[config.mk]
export PLATFORM = sky130hd
export DESIGN_NAME = pri_rr_sel_pipe
export DESIGN_NICKNAME = d
export VERILOG_FILES = /design/src/rtl/pslip_pkg.sv /design/src/rtl/rr_pick.sv /design/src/rtl/pri_rr_sel_pipe.sv
export SDC_FILE = /design/constraint.sdc
export NUM_CORES = 1
export LEC_CHECK = 0
export ABC_AREA = 1
export CORE_ASPECT_RATIO = 2
export CORE_MARGIN = 2
export CORE_UTILIZATION = 40
export CTS_CLUSTER_DIAMETER = 80
export DETAILED_ROUTE_END_ITERATION = 7
export GPL_TIMING_DRIVEN = 0
export PLACE_DENSITY = 0.71
export SLEW_MARGIN = 30
export SYNTH_ARGS = -nofsm -noshare
export SYNTH_HDL_FRONTEND = slang
export SYNTH_HIERARCHICAL = 1
export SYNTH_SLANG_ARGS = --single-unit
[constraint.sdc]
create_clock -name clk -period 8.5 [get_ports clk]
set_input_delay 1.7 -clock clk [delete_from_list [all_inputs] [get_ports clk]]
set_output_delay 1.7 -clock clk [all_outputs]
set_load 0.005 [all_outputs]
[src/rtl/pslip_pkg.sv]
// Shared width helpers for the pSLIP priority/round-robin selector blocks.
package pslip_pkg;

    // Priority field width for P levels (level 0 means "no request").
    function automatic int unsigned pri_w(input int unsigned p);
        return (p < 2) ? 1 : $clog2(p);
    endfunction

    // Port index width for N ports, never narrower than one bit.
    function automatic int unsigned idx_w(input int unsigned n);
        return (n < 2) ? 1 : $clog2(n);
    endfunction

endpackage

[src/rtl/rr_pick.sv]
// Round-robin pick: first set bit of match at or after ptr, wrapping modulo N.
module rr_pick
    import pslip_pkg::*;
#(
    parameter int unsigned N = 32
) (
    input  logic [N-1:0]        match,
    input  logic [idx_w(N)-1:0] ptr,
    output logic [N-1:0]        onehot,
    output logic [idx_w(N)-1:0] idx,
    output logic                any
);

    localparam int unsigned IW = idx_w(N);

    logic [N-1:0] rot_c;
    logic [IW-1:0] off_c;
    logic [IW:0]   sum_c;

    // Rotate the doubled request vector so ptr lands at bit 0, then priority-encode.
    always_comb begin
        rot_c  = N'({match, match} >> ptr);
        off_c  = '0;
        for (int j = N - 1; j >= 0; j--) begin
            if (rot_c[j]) off_c = IW'(j);
        end
        // Map the rotated offset back to a port index with an explicit wrap at N.
        sum_c = {1'b0, ptr} + {1'b0, off_c};
        if (sum_c >= (IW+1)'(N)) sum_c = sum_c - (IW+1)'(N);
        any    = |match;
        idx    = any ? sum_c[IW-1:0] : '0;
        onehot = any ? (N'(1) << idx) : '0;
    end

endmodule

[src/rtl/pri_rr_sel_pipe.sv]
// Two-stage max-priority selector with round-robin tie break and valid/ready flow.
module pri_rr_sel_pipe
    import pslip_pkg::*;
#(
    parameter int unsigned N        = 32,
    parameter int unsigned P        = 16,
    parameter int unsigned PTR_INIT = 0
) (
    input  logic                clk,
    input  logic                rst_n,
    input  logic                in_valid,
    output logic                in_ready,
    input  logic [pri_w(P)-1:0] pri_in [0:N-1],
    output logic                out_valid,
    input  logic                out_ready,
    output logic                gnt_any,
    output logic [N-1:0]        gnt_onehot,
    output logic [idx_w(N)-1:0] gnt_idx,
    output logic [pri_w(P)-1:0] max_pri,
    output logic [idx_w(N)-1:0] rr_ptr
);

    localparam int unsigned PW = pri_w(P);
    localparam int unsigned IW = idx_w(N);

    typedef logic [PW-1:0] pri_t;

    pri_t          max_c;
    logic [N-1:0]  match_c;
    logic          s1_valid;
    pri_t          s1_max;
    logic [N-1:0]  s1_match;
    logic          s2_ld_c;
    logic [IW-1:0] ptr;
    logic [IW-1:0] ptr_nxt_c;
    logic [N-1:0]  pick_onehot_c;
    logic [IW-1:0] pick_idx_c;
    logic          pick_any_c;

    // Maximum priority over all ports and the set of ports that hold it.
    always_comb begin
        max_c = '0;
        for (int i = 0; i < N; i++) begin
            if (pri_in[i] > max_c) max_c = pri_in[i];
        end
        match_c = '0;
        for (int i = 0; i < N; i++) begin
            match_c[i] = (max_c != '0) && (pri_in[i] == max_c);
        end
    end

    assign s2_ld_c  = s1_valid && (!out_valid || out_ready);
    assign in_ready = !s1_valid || s2_ld_c;
    assign rr_ptr   = ptr;

    // Pointer value after this edge; a stage-2 load sees an accept happening now.
    always_comb begin
        ptr_nxt_c = ptr;
        if (out_valid && out_ready && gnt_any) begin
            ptr_nxt_c = (gnt_idx == IW'(N - 1)) ? '0 : gnt_idx + IW'(1);
        end
    end

    rr_pick #(.N(N)) u_pick (
        .match  (s1_match),
        .ptr    (ptr_nxt_c),
        .onehot (pick_onehot_c),
        .idx    (pick_idx_c),
        .any    (pick_any_c)
    );

    // Stage 1: capture max and match vector on input handshake.
    always_ff @(posedge clk or negedge rst_n) begin
        if (!rst_n) begin
            s1_valid <= 1'b0;
            s1_max   <= '0;
            s1_match <= '0;
        end else if (in_valid && in_ready) begin
            s1_valid <= 1'b1;
            s1_max   <= max_c;
            s1_match <= match_c;
        end else if (s2_ld_c) begin
            s1_valid <= 1'b0;
        end
    end

    // Stage 2: register the round-robin winner; hold while backpressured.
    always_ff @(posedge clk or negedge rst_n) begin
        if (!rst_n) begin
            out_valid  <= 1'b0;
            gnt_any    <= 1'b0;
            gnt_onehot <= '0;
            gnt_idx    <= '0;
            max_pri    <= '0;
        end else if (s2_ld_c) begin
            out_valid  <= 1'b1;
            gnt_any    <= pick_any_c;
            gnt_onehot <= pick_onehot_c;
            gnt_idx    <= pick_idx_c;
            max_pri    <= s1_max;
        end else if (out_ready) begin
            out_valid  <= 1'b0;
        end
    end

    // Round-robin pointer advances only past an accepted, non-empty grant.
    always_ff @(posedge clk or negedge rst_n) begin
        if (!rst_n) begin
            ptr <= IW'(PTR_INIT);
        end else begin
            ptr <= ptr_nxt_c;
        end
    end

endmodule

== Yosys cells after proc, flatten, opt, wreduce, memory -nomap -nowiden ==
Index checks and enable logic that the tools add are counted.
W data, S select, Z words.

* $add $sub $neg: 3
* Order comparisons: 33
* Equal/unequal tests: 33
* Shift operators: 2
* Multiplexer cells: 73
* Reductions and logical operators: 44

{| class="wikitable"
|+ Operators by type and width
! cell !! number
|-
| $mux W5 || 36
|-
| $eq A4 B4 Y1 || 32
|-
| $mux W4 || 32
|-
| $gt A4 B4 Y1 || 31
|-
| $shr A64 B5 Y32 || 1
|-
| $logic_and A1 B1 Y1 || 36
|-
| $mux W32 || 1
|-
| $reduce_or A32 Y1 || 1
|-
| $shl A1 B5 Y32 const A || 1
|-
| $add A5 B5 Y6 || 1
|-
| $ge A6 B6 Y1 const B || 1
|-
| $add A5 B1 Y5 const B || 1
|-
| $eq A5 B5 Y1 const B || 1
|-
| $sub A5 B1 Y5 const B || 1
|-
| $gt A4 B1 Y1 const B || 1
|-
| $mux W1 || 4
|-
| $reduce_bool A2 Y1 || 2
|-
| $reduce_bool A4 Y1 || 1
|-
| $logic_not A1 Y1 || 2
|-
| $logic_or A1 B1 Y1 || 2
|}

* Bits in registers: 85
* Input port bits: 132
* Output and inout bits: 49
* Logic and storage cells: 197

== Longest topological paths before layout ==
Gate-level depths: netlist of the first run.

* Word-level depth: 66
* Gate-level depth with buffers: 287
* Gate-level depth less buffers: 285

== Hierarchy ==
Netlist of the first run, hierarchy kept.

{| class="wikitable"
|+ By module, submodules not included
! module !! instances !! cells an instance !! area each (µm²) !! seq. area each (µm²)
|-
| pri_rr_sel_pipe || 1 || 1998 || 12587.1 || 2127.0
|-
| rr_pick || 1 || 611 || 2839.0 || 0.0
|}

== Worst setup path after synthesis of the first run ==
Ideal clock, no wire load.

* Path type: input -> register
* Start: input pri_in[127] (netlist name)
* End: register s1_match[22]
* Setup time: 0.065 ns
* Data arrival time: 28.993 ns
* Required time: 8.435 ns
* Path slack: -20.559 ns
* Cell stages on the path: 257
* Buffers on the path: 2
* Path through: inv_1 -> ha_1 -> nand2_1 -> inv_2 -> nand2_1 -> nand2_2 -> nand2_4 -> nand2_1 -> o21ai_0 -> ha_1 -> nand2_1 -> nor2_4 -> nand3_2 -> nand2_4 -> nor2_1 -> a21oi_1 -> inv_1 -> ha_1 -> [221 not listed] -> nand2_1 -> o21a_1 -> inv_2 -> ha_1 -> inv_1 -> a21oi_1 -> nand2_2 -> nand2_8 -> nand2_8 -> nand2_4 -> nand2_8 -> buf_8 -> buf_8 -> nand2_1 -> nand2_1 -> nor2_1 -> nand3_1 -> nand2_1

* Longest elaborated chain between the ends: 66
* Elaborated cells on any way between the ends: 67
* Classes of those cells: order compare (32); eq/ne (1); mux (32); reduce/logical (2)

{| class="wikitable"
|+ RTL lines
! item !! RTL line !! text
|-
| start: declaration || pri_rr_sel_pipe.sv:13 || <nowiki>input logic [pri_w(P)-1:0] pri_in [0:N-1],</nowiki>
|-
| $gt A4 B1 Y1 || pri_rr_sel_pipe.sv:44 || <nowiki>if (pri_in[i] > max_c) max_c = pri_in[i];</nowiki>
|-
| $mux W4 (*) || pri_rr_sel_pipe.sv:44 ||
|-
| $gt A4 B4 Y1 || pri_rr_sel_pipe.sv:44 ||
|-
| $mux W4 (*) || pri_rr_sel_pipe.sv:44 ||
|-
| $gt A4 B4 Y1 || pri_rr_sel_pipe.sv:44 ||
|-
| $mux W4 (*) || pri_rr_sel_pipe.sv:44 ||
|-
| $gt A4 B4 Y1 || pri_rr_sel_pipe.sv:44 ||
|-
| $mux W4 (*) || pri_rr_sel_pipe.sv:44 ||
|-
| [50 not listed] || n/a ||
|-
| $gt A4 B4 Y1 || pri_rr_sel_pipe.sv:44 ||
|-
| $mux W4 (*) || pri_rr_sel_pipe.sv:44 ||
|-
| $gt A4 B4 Y1 || pri_rr_sel_pipe.sv:44 ||
|-
| $mux W4 (*) || pri_rr_sel_pipe.sv:44 ||
|-
| $gt A4 B4 Y1 || pri_rr_sel_pipe.sv:44 ||
|-
| $mux W4 (*) || pri_rr_sel_pipe.sv:44 ||
|-
| $eq A4 B4 Y1 / $reduce_bool A4 Y1 (equally long branches) || pri_rr_sel_pipe.sv:48 || <nowiki>match_c[i] = (max_c != '0) && (pri_in[i] == max_c);</nowiki>
|-
| $logic_and A1 B1 Y1 (*) || pri_rr_sel_pipe.sv:48 ||
|-
| end signal: assignment || pri_rr_sel_pipe.sv:81 || <nowiki>s1_match <= match_c;</nowiki>
|-
| end: declaration || pri_rr_sel_pipe.sv:32 || <nowiki>logic [N-1:0] s1_match;</nowiki>
|}

Mark *: on every way between the ends. The rest lies on a longest branch, timed or not.
A chain may end at the register's enable or synchronous reset.

== Worst setup path after layout of the first run ==
* Start: input pri_in[124] (netlist name)
* End: register s1_match[11]

The elaborated chain is that of the path after synthesis.

==> summary.txt, run 1 <==
Yosys cell types = 49
max_slew headroom = 56.0%
# port buffers = 180
Clock Tree Root = clkbuf_16
fraction of final layout cells sized beyond drive strength 1 = 31.8%
Antenna Nets Post-Route = 0
most used cell, CP = nand2_4
Setup CP Type = in -> reg
CTS tree = built
Final Hold Violating Endpoints = 0
Max-Cap Viols = 0
Worst setup EP type = register
hpwl dp = 49400 um
Clock transition at path regs = 0.07 ns
Post-synth EDFFs = 0
top-count cell post-synth = nand2_1
CTS Sinks = 85
multi-input gate area in the final layout = 13400 um2
synth-to-layout area growth = 44.0%
total congestion overflow = 0
status = finished, violations left
largest net degree at the start of global routing = 74
DR vias = 19335
Startpoint Class = input port
Iter 0 DRT Violations = 1193
CP max stage delay = 0.33 ns
min cycle time layout = 29.74 ns
Layout Skew = 0.00884 ns
register area = 2130 um2
Synth area leaders = nand2_1 23%, dfrtp_1 14%, nand3_1 13%
H-tree depth = 3
min-delay worst type = reg -> reg
DR pass1 iterations = 7
global-route wire length before repair = 98500 um
post-synthesis sequential area ratio = 13.8%
most frequent cells after synthesis = 925 x nand2_1, 410 x nand3_1, 242 x inv_1
Yosys top cell by area = nand2_1
clock buffer depth = 2
Synthesis Warnings = 6
number of placement rows = 101
met1 Use GR = 27.4%
vias in the first global route = 19279
failing checks = setup timing
GR Util met3 = 3.97%
routed len/inst = 18.8 um
GR Util All Layers = 31.7%
Peak Freq = 0.0336 GHz
die area = 40200 um2
initial core utilization = 40.6%
Final Slew Violations = 0
FILL cells = 3518
io pins = 181
drt drc = 0
CTS buffer count = 9
core area = 38000 um2
die boundary width = 143 um
WL final = 66700 um
Die Span Y = 282 um
initial antenna violation count = 0
setup TNS = -762.41 ns
Avg Vias per Cell = 5.46
CP arrival = 29.99 ns
Cell Area, Synth = 15400 um2
Post-synth ARST share = 100%
GR peak layer = met2
GPL Wtd Cong = 1.03
syn nets = 2812
Final Setup Violations = 36
fin crit share = 350%
data required time of the critical path = 8.75 ns
hold_buf cts = 0
top_reg_cell synth = dfrtp_1
fin nets = 3223
post-synth top area share = 22.5%
Max stage delay cell, worst path = ha_1
Slew @ Worst Pin = 0.655 ns
met2 Use GR = 60.9%
Synth Register Bits = 85
unrepaired setup endpoints after global routing = true
Worst Path Max Fanout = 7
clock latency on the worst-skew pair = 0.36 ns
syn_area_per_cell = 5.91 um2
final setup margin = -21.24 ns
Syn Inst Count = 2609
-- worst max-delay path: cells and delay by family --
family / cells / cell delay (ns)
simple gates: 153 / 13.43
fa+ha+maj: 30 / 8.85
compound gates: 38 / 3.71
buf+inv: 30 / 2.13
-- final timing paths --
| kind | startpoint | endpoint | slack [ns] | depth (start not counted) |
|---|---|---|---|---|
| min in group asynchronous | rst_n | gnt_onehot[14] | 1.14 | 1 |
| max | pri_in[124] | s1_match[11] | -21.24 | 251 |
| max in group asynchronous | rst_n | s1_match[12] | 6.79 | 2 |
| min | s1_max[2] | max_pri[2] | 0.48 | 2 |
| min reg2reg | s1_max[2] | max_pri[2] | 0.48 | 2 |
| max reg2reg | gnt_idx[0] | gnt_onehot[22] | 1.46 | 59 |
-- flip-flops by register name (all words and copies together) (netlist names) --
name and count:
gnt_onehot 32, s1_match 32, gnt_idx 5, rr_ptr 5, max_pri 4, s1_max 4, gnt_any 1, out_valid 1
s1_valid 1
-- through the flow --
stage               instances  setup WS, ns  utilization, %  hold slack, ns  area [um2]
finish                   3541        -21.24            58.4           0.475       22200
global route             3540        -22.82            58.4           0.505       22200
CTS                      3504        -20.87            55.0           0.474       20900
detailed placement       3305        -23.61            47.7           0.462       18100
global placement         3304        -22.98            47.6           0.459       18100
floorplan                2609        -19.26               -           0.442       15700
-- cells by family (layout without fill, tap and decap cells) --
family          count (synthesis)  count (layout)  share of synthesized area (%)
mux                             2               2                          0.130
other cells                     0               1                              0
xor+xnor                        4               4                          0.227
compound gates                165             165                           6.38
fa+ha+maj                      71              71                           5.81
flops                          85              85                           13.8
buf+inv                       402             818                           11.9
simple gates                 1880            1880                           61.7
-- layout by cell type (no fill, tap or decap), drive strengths merged, types with 3 or more instances in the layout --
master and instances:
inv 293, a21boi 3, clkinv 29, clkdlybuf4s50 171, o21a 17, buf 294
dfrtp 85, a31oi 9, ha 70, clkbuf 26, o21bai 31, nand3 444
nor4 10, dlygate4sd3 4, nand3b 29, nor2 256, o21ai 90, a21oi 12
nand2 1134
-- layout make-up --
type                            count  area share (%)
Antenna cell                        1          0.0113
Buffer                             85            3.42
Clock buffer                        9            1.01
Clock inverter                      7           0.360
Inverter                          316            5.54
Multi-Input combinational cell   2122            60.2
Sequential cell                    85            9.57
Tap cell                          515            2.90
Timing Repair Buffer              401            17.0
-- what timing repair did --
action,4_1_cts,5_1_grt
gates resized for setup,269,206
endpoints found under the hold margin,0,0
pin swaps,190,194
buffers inserted,180,35
gates cloned,3,3
endpoints found under the setup margin,42,69
-- layer usage --
layer  share of wire [%]  wire length (um)
met4                  11              7370
met3                 5.1              3420
met2                  53             35600
met5                   0                 0
met1                  30             20200
Power of run 1 is not shown: default switching activity piles up to over one toggle a cycle in this logic, so the estimate is an artifact.
==> run 2: changes to the inputs <==
--- a/config.mk
+++ b/config.mk
@@ -15,3 +15,2 @@
 export PLACE_DENSITY = 0.71
-export SLEW_MARGIN = 30
 export SYNTH_ARGS = -nofsm -noshare
==> constraint.sdc (replaced) <==
create_clock -name clk -period 8.5 [get_ports clk]
set_input_delay 1.275 -clock clk [delete_from_list [all_inputs] [get_ports clk]]
set_output_delay 1.275 -clock clk [all_outputs]
set_load 0.005 [all_outputs]
==> summary.txt, run 2 (synthesis gave the netlist of run 1 again) <==
initial antenna violation count = 0 (unchanged)
# diodes = 0 (-1)
global-route wire length before repair = 98900 um (+0.39%)
placed cells = 3305 (unchanged)
Hold Startpoint = s1_max[2]
Antenna Nets Post-Route = 0 (unchanged)
Max-Cap Viols = 0 (unchanged)
worst path bufs/invs = 39 (+30%)
CTS buffer count = 9 (unchanged)
initial core utilization = 40.6% (unchanged)
Worst Path Max Fanout = 7 (unchanged)
number of placement rows = 101 (unchanged)
CTS Sinks = 85 (unchanged)
met2 Use GR = 60.5% (-0.42 points)
total congestion overflow = 0 (unchanged)
vias in the first global route = 19564 (+1.5%)
hold_buf cts = 0 (unchanged)
core area = 38000 um2 (unchanged)
cell area after layout = 22500 um2 (+1.4%)
hpwl dp = 49400 um (about the same)
fin crit share = 346% (-3.4 points)
Max stage delay cell, worst path = ha_1
Reg2Reg Setup Slack = 1.32 ns (-0.14 ns)
Worst Hold Path EP = max_pri[2]
Peak Freq = 0.0340 GHz (+1.0%)
Clock transition at path regs = 0.07 ns (about the same)
most frequent cells in the layout = 848 x nand2_1, 380 x nand3_1, 222 x buf_4, 215 x inv_1, 171 x clkdlybuf4s50_1
Register-to-Register Path Depth = 57 (-3.4%)
failing checks = setup timing
Setup CP Type = in -> reg
Final Setup Violations = 36 (unchanged)
# port buffers = 180 (unchanged)
hold path cells = 2 (unchanged)
CP max stage delay = 0.32 ns (about the same)
clock buffer depth = 2 (unchanged)
routed len/inst = 18.8 um (about the same)
fraction of final layout cells sized beyond drive strength 1 = 32.4% (+0.55 points)
Final Hold Violating Endpoints = 0 (unchanged)
status = finished, violations left
GR Util All Layers = 31.7% (+0.057 points)
most used cell, CP = nand2_4
Top delay family on crit path = simple AND/OR/NAND/NOR gates
die boundary width = 143 um (unchanged)
Avg Vias per Cell = 5.42 (-0.73%)
GR Util met3 = 4.26% (+0.29 points)
DR vias = 19329 (-0.031%)
largest net degree at the start of global routing = 74 (unchanged)
Iter 0 DRT Violations = 1167 (-2.2%)
met1 Use GR = 26.9% (-0.55 points)
most common cell after layout, fill and taps aside = nand2_1
Slew @ Worst Pin = 1.04 ns (+0.386 ns)
Non-Filler Instances = 3566 (+0.71%)
Layout Skew = 0.0110 ns (+0.00215 ns)
H-tree depth = 3 (unchanged)
Clock Tree Root = clkbuf_16
min-delay worst type = reg -> reg
final setup margin = -20.95 ns (+0.293 ns)
GR peak layer = met2
CTS tree = built
data required time of the critical path = 8.74 ns (about the same)
drt drc = 0 (unchanged)
io pins = 181 (unchanged)
r2r endpoint = gnt_onehot[20]
synth-to-layout area growth = 46.0%
Startpoint Class = input port
Final Slew Violations = 0 (unchanged)
top flop regs = gnt_onehot (32), s1_match (32)
die area = 40200 um2 (unchanged)
setup TNS = -750.39 ns (+12.02 ns)
Hold WS = 0.474 ns (-0.00146 ns)
max_slew headroom = 30.0% (-26 points)
Worst setup EP type = register
WL final = 67100 um (+0.68%)
worst r2r src = gnt_idx[0]
Placed Area = 18100 um2 (about the same)
DR pass1 iterations = 8 (+1)
min cycle time layout = 29.45 ns (-0.293 ns)
fin nets = 3249 (+0.81%)
CP arrival = 29.69 ns (-0.30 ns)
clock latency on the worst-skew pair = 0.36 ns (about the same)
unrepaired setup endpoints after global routing = true
Die Span Y = 282 um (unchanged)
GPL Wtd Cong = 1.03 (unchanged)
==> run 2: cell count changes in the layout (fill, tap and decap cells not counted), moves of 3 or more <==
cell | previous run | this run
nand2_2 | 174 | 160
clkbuf_4 | 1 | 4
inv_1 | 219 | 215
o21ai_0 | 24 | 18
nor2_2 | 67 | 70
inv_2 | 64 | 67
nand2_4 | 89 | 93
o21ai_2 | 13 | 18
nand2_1 | 836 | 848
buf_4 | 204 | 222
==> run 2: repair_timing <==
item	CTS	global route
resized for setup	270	215
setup endpoints to repair	36	69
pin swaps	189	232
cloned	5	5
setup buffers	195	41
==> run 2: layout make-up <==
cell class / instances / area (um2)
inverters: 316 / 1240
well taps: 515 / 644
plain buffers: 86 / 773
flip-flops and latches: 85 / 2130
multi-input cells: 2122 / 13400
clock buffers: 9 / 225
repair buffers: 426 / 4050
clock inverters: 7 / 80.1
fillers: 3462 / 15500
==> run 2: how the worst max path moves through the flow <==
stage / end / cells past startpoint / from / slack [ns]
floorplan: s1_match[10] / 254 / pri_in[127] / -18.83
global placement: s1_match[3] / 253 / pri_in[127] / -22.55
detailed placement: s1_match[12] / 252 / pri_in[127] / -23.19
CTS: s1_match[2] / 256 / pri_in[127] / -20.55
global route: s1_match[30] / 258 / pri_in[124] / -22.48
finish: s1_match[25] / 257 / pri_in[127] / -20.95
==> run 2: routing by layer <==
layer / routed length [um] / vias to the layer above
met3: 3560 / 447
met1: 20300 / 8806
met4: 8120 / 0
met2: 35100 / 919
li1: - / 9157
met5: 0 / -
==> run 2: worst min-delay path, cell delays in order, from the launching register on <==
cell and delay [ns]:
dfrtp_1 0.35, nand2_1 0.05, nand2_1 0.04
==> run 2: through the flow <==
step | setup slack, ns | utilization (%)
global route | -22.48 | 59.2
finish | -20.95 | 59.2
detailed placement | -23.19 | 47.7
floorplan | -18.83 | -
CTS | -20.55 | 55.6
global placement | -22.55 | 47.6
Power of run 2 is left out for the same reason.
==> run 3: changes to the inputs <==
Settings changed: TNS_END_PERCENT set to 5.
==> summary.txt, run 3 (synthesis gave the netlist of run 1 again) <==
die area = 40200 um2 (unchanged)
H-tree depth = 3 (unchanged)
data required time of the critical path = 8.74 ns (about the same)
drt drc = 0 (unchanged)
CP max stage delay = 0.32 ns (about the same)
top flop regs = gnt_onehot (32), s1_match (32)
unrepaired setup endpoints after global routing = true
die boundary width = 143 um (unchanged)
min-delay worst type = reg -> reg
initial core utilization = 40.6% (unchanged)
fin nets = 3152 (-3.0%)
initial antenna violation count = 0 (unchanged)
clock buffer depth = 2 (unchanged)
core area = 38000 um2 (unchanged)
# port buffers = 180 (unchanged)
CTS buffer count = 9 (unchanged)
clock latency on the worst-skew pair = 0.36 ns (about the same)
cell area after layout = 21000 um2 (-6.8%)
Clock Tree Root = clkbuf_16
CTS tree = built
Die Span Y = 282 um (unchanged)
CTS Sinks = 85 (unchanged)
GPL Wtd Cong = 1.03 (+0.23%)
largest net degree at the start of global routing = 74 (unchanged)
Layout Skew = 0.0133 ns (+0.00226 ns)
WL final = 64600 um (-3.8%)
CP arrival = 29.92 ns (+0.23 ns)
Max stage delay cell, worst path = ha_1
min cycle time layout = 29.68 ns (+0.230 ns)
Worst setup EP type = register
Final Hold Violating Endpoints = 0 (unchanged)
failing checks = setup timing
global-route wire length before repair = 91600 um (-7.3%)
final setup margin = -21.18 ns (-0.230 ns)
fin crit share = 349% (+2.7 points)
most frequent cells in the layout = 863 x nand2_1, 402 x nand3_1, 219 x inv_1, 171 x clkdlybuf4s50_1, 166 x nor2_1
most common cell after layout, fill and taps aside = nand2_1
FILL cells = 3693 (+6.7%)
routed len/inst = 18.6 um (-1.1%)
Startpoint Class = input port
synth-to-layout area growth = 36.1%
setup TNS = -759.13 ns (-8.75 ns)
hpwl dp = 50700 um (+2.7%)
vias in the first global route = 17798 (-9.0%)
Placed Area = 17900 um2 (-1.3%)
GR Util All Layers = 29.7% (-2.0 points)
number of placement rows = 101 (unchanged)
status = finished, violations left
max_slew headroom = 29.7% (-0.29 points)
DR vias = 18545 (-4.1%)
Peak Freq = 0.0337 GHz (-0.77%)
DR pass1 iterations = 6 (-2)
worst path bufs/invs = 27 (-31%)
Clock transition at path regs = 0.07 ns (about the same)
Setup CP Type = in -> reg
Max-Cap Viols = 0 (unchanged)
Top delay family on crit path = simple AND/OR/NAND/NOR gates
Antenna Nets Post-Route = 0 (unchanged)
Final Slew Violations = 0 (unchanged)
Avg Vias per Cell = 5.35 (-1.4%)
fraction of final layout cells sized beyond drive strength 1 = 27.2% (-5.1 points)
Final Setup Violations = 36 (unchanged)
total congestion overflow = 0 (unchanged)
most used cell, CP = nand2_4
Worst Path Max Fanout = 10 (+3)
hold_buf cts = 0 (unchanged)
Slew @ Worst Pin = 1.05 ns (+0.00435 ns)
io pins = 181 (unchanged)
# diodes = 0 (unchanged)
Iter 0 DRT Violations = 1002 (-14%)
[run 3: cell count changes in the layout (fill, tap and decap cells not counted), moves of 15 or more]
cell     previous run  this run
nand3_2            30         9
nand2_1           848       863
nor2_2             70        48
buf_12             22         6
nor2_1            135       166
buf_4             222       157
nand3_1           380       402
[run 3: area by class of cell]
type / count / area (um2) / area share [%]
Multi-Input combinational cell: 2122 / 13000 / 61.8
Clock buffer: 10 / 239 / 1.14
Inverter: 316 / 1220 / 5.82
Buffer: 86 / 699 / 3.33
Timing Repair Buffer: 329 / 2990 / 14.3
Sequential cell: 85 / 2130 / 10.1
Clock inverter: 6 / 92.6 / 0.441
Tap cell: 515 / 644 / 3.07
[run 3: final timing paths]
kind	start	to	slack, ns	depth (start not counted)
min in group asynchronous	rst_n	gnt_onehot[27]	0.76	1
max in group asynchronous	rst_n	s1_match[16]	7.12	2
hold / removal	s1_max[1]	max_pri[1]	0.48	2
setup / recovery	pri_in[125]	s1_match[19]	-21.18	252
setup reg to reg	gnt_idx[0]	gnt_onehot[31]	1.36	57
hold reg to reg	s1_max[1]	max_pri[1]	0.48	2
[run 3: routing by layer]
layer  up-vias  routed length [um]  track usage [%]
li1       8940                   -                -
met5         -                   0                0
met3       353                2630             2.97
met1      8505               19800             24.9
met4         0                7270             25.9
met2       747               34800             59.7
[run 3: repair_timing]
item / 4_1_cts / 5_1_grt
pin swaps: 25 / 200
gates resized for setup: 68 / 344
hold endpoints to repair: 0 / 0
gates cloned: 0 / 1
setup endpoints to repair: 36 / 69
buffers inserted: 13 / 134
[run 3: tightest hold or removal path, stage by stage (launching register included)]
cell and delay [ns]:
dfrtp_1 0.35, nand2_1 0.06, nand2_1 0.05
[run 3: metrics by stage]
| step | cells | setup slack (ns) | util [%] | hold slack, ns |
|---|---|---|---|---|
| after floorplan | 2609 | -20.08 | - | 0.442 |
| after global placement | 3304 | -24.34 | 47.0 | 0.456 |
| after detailed placement | 3305 | -25.01 | 47.1 | 0.465 |
| after CTS | 3334 | -22.75 | 48.5 | 0.480 |
| after global routing | 3469 | -22.53 | 55.2 | 0.496 |
| final | 3469 | -21.18 | 55.2 | 0.477 |
Power of run 3 is left out for the same reason.
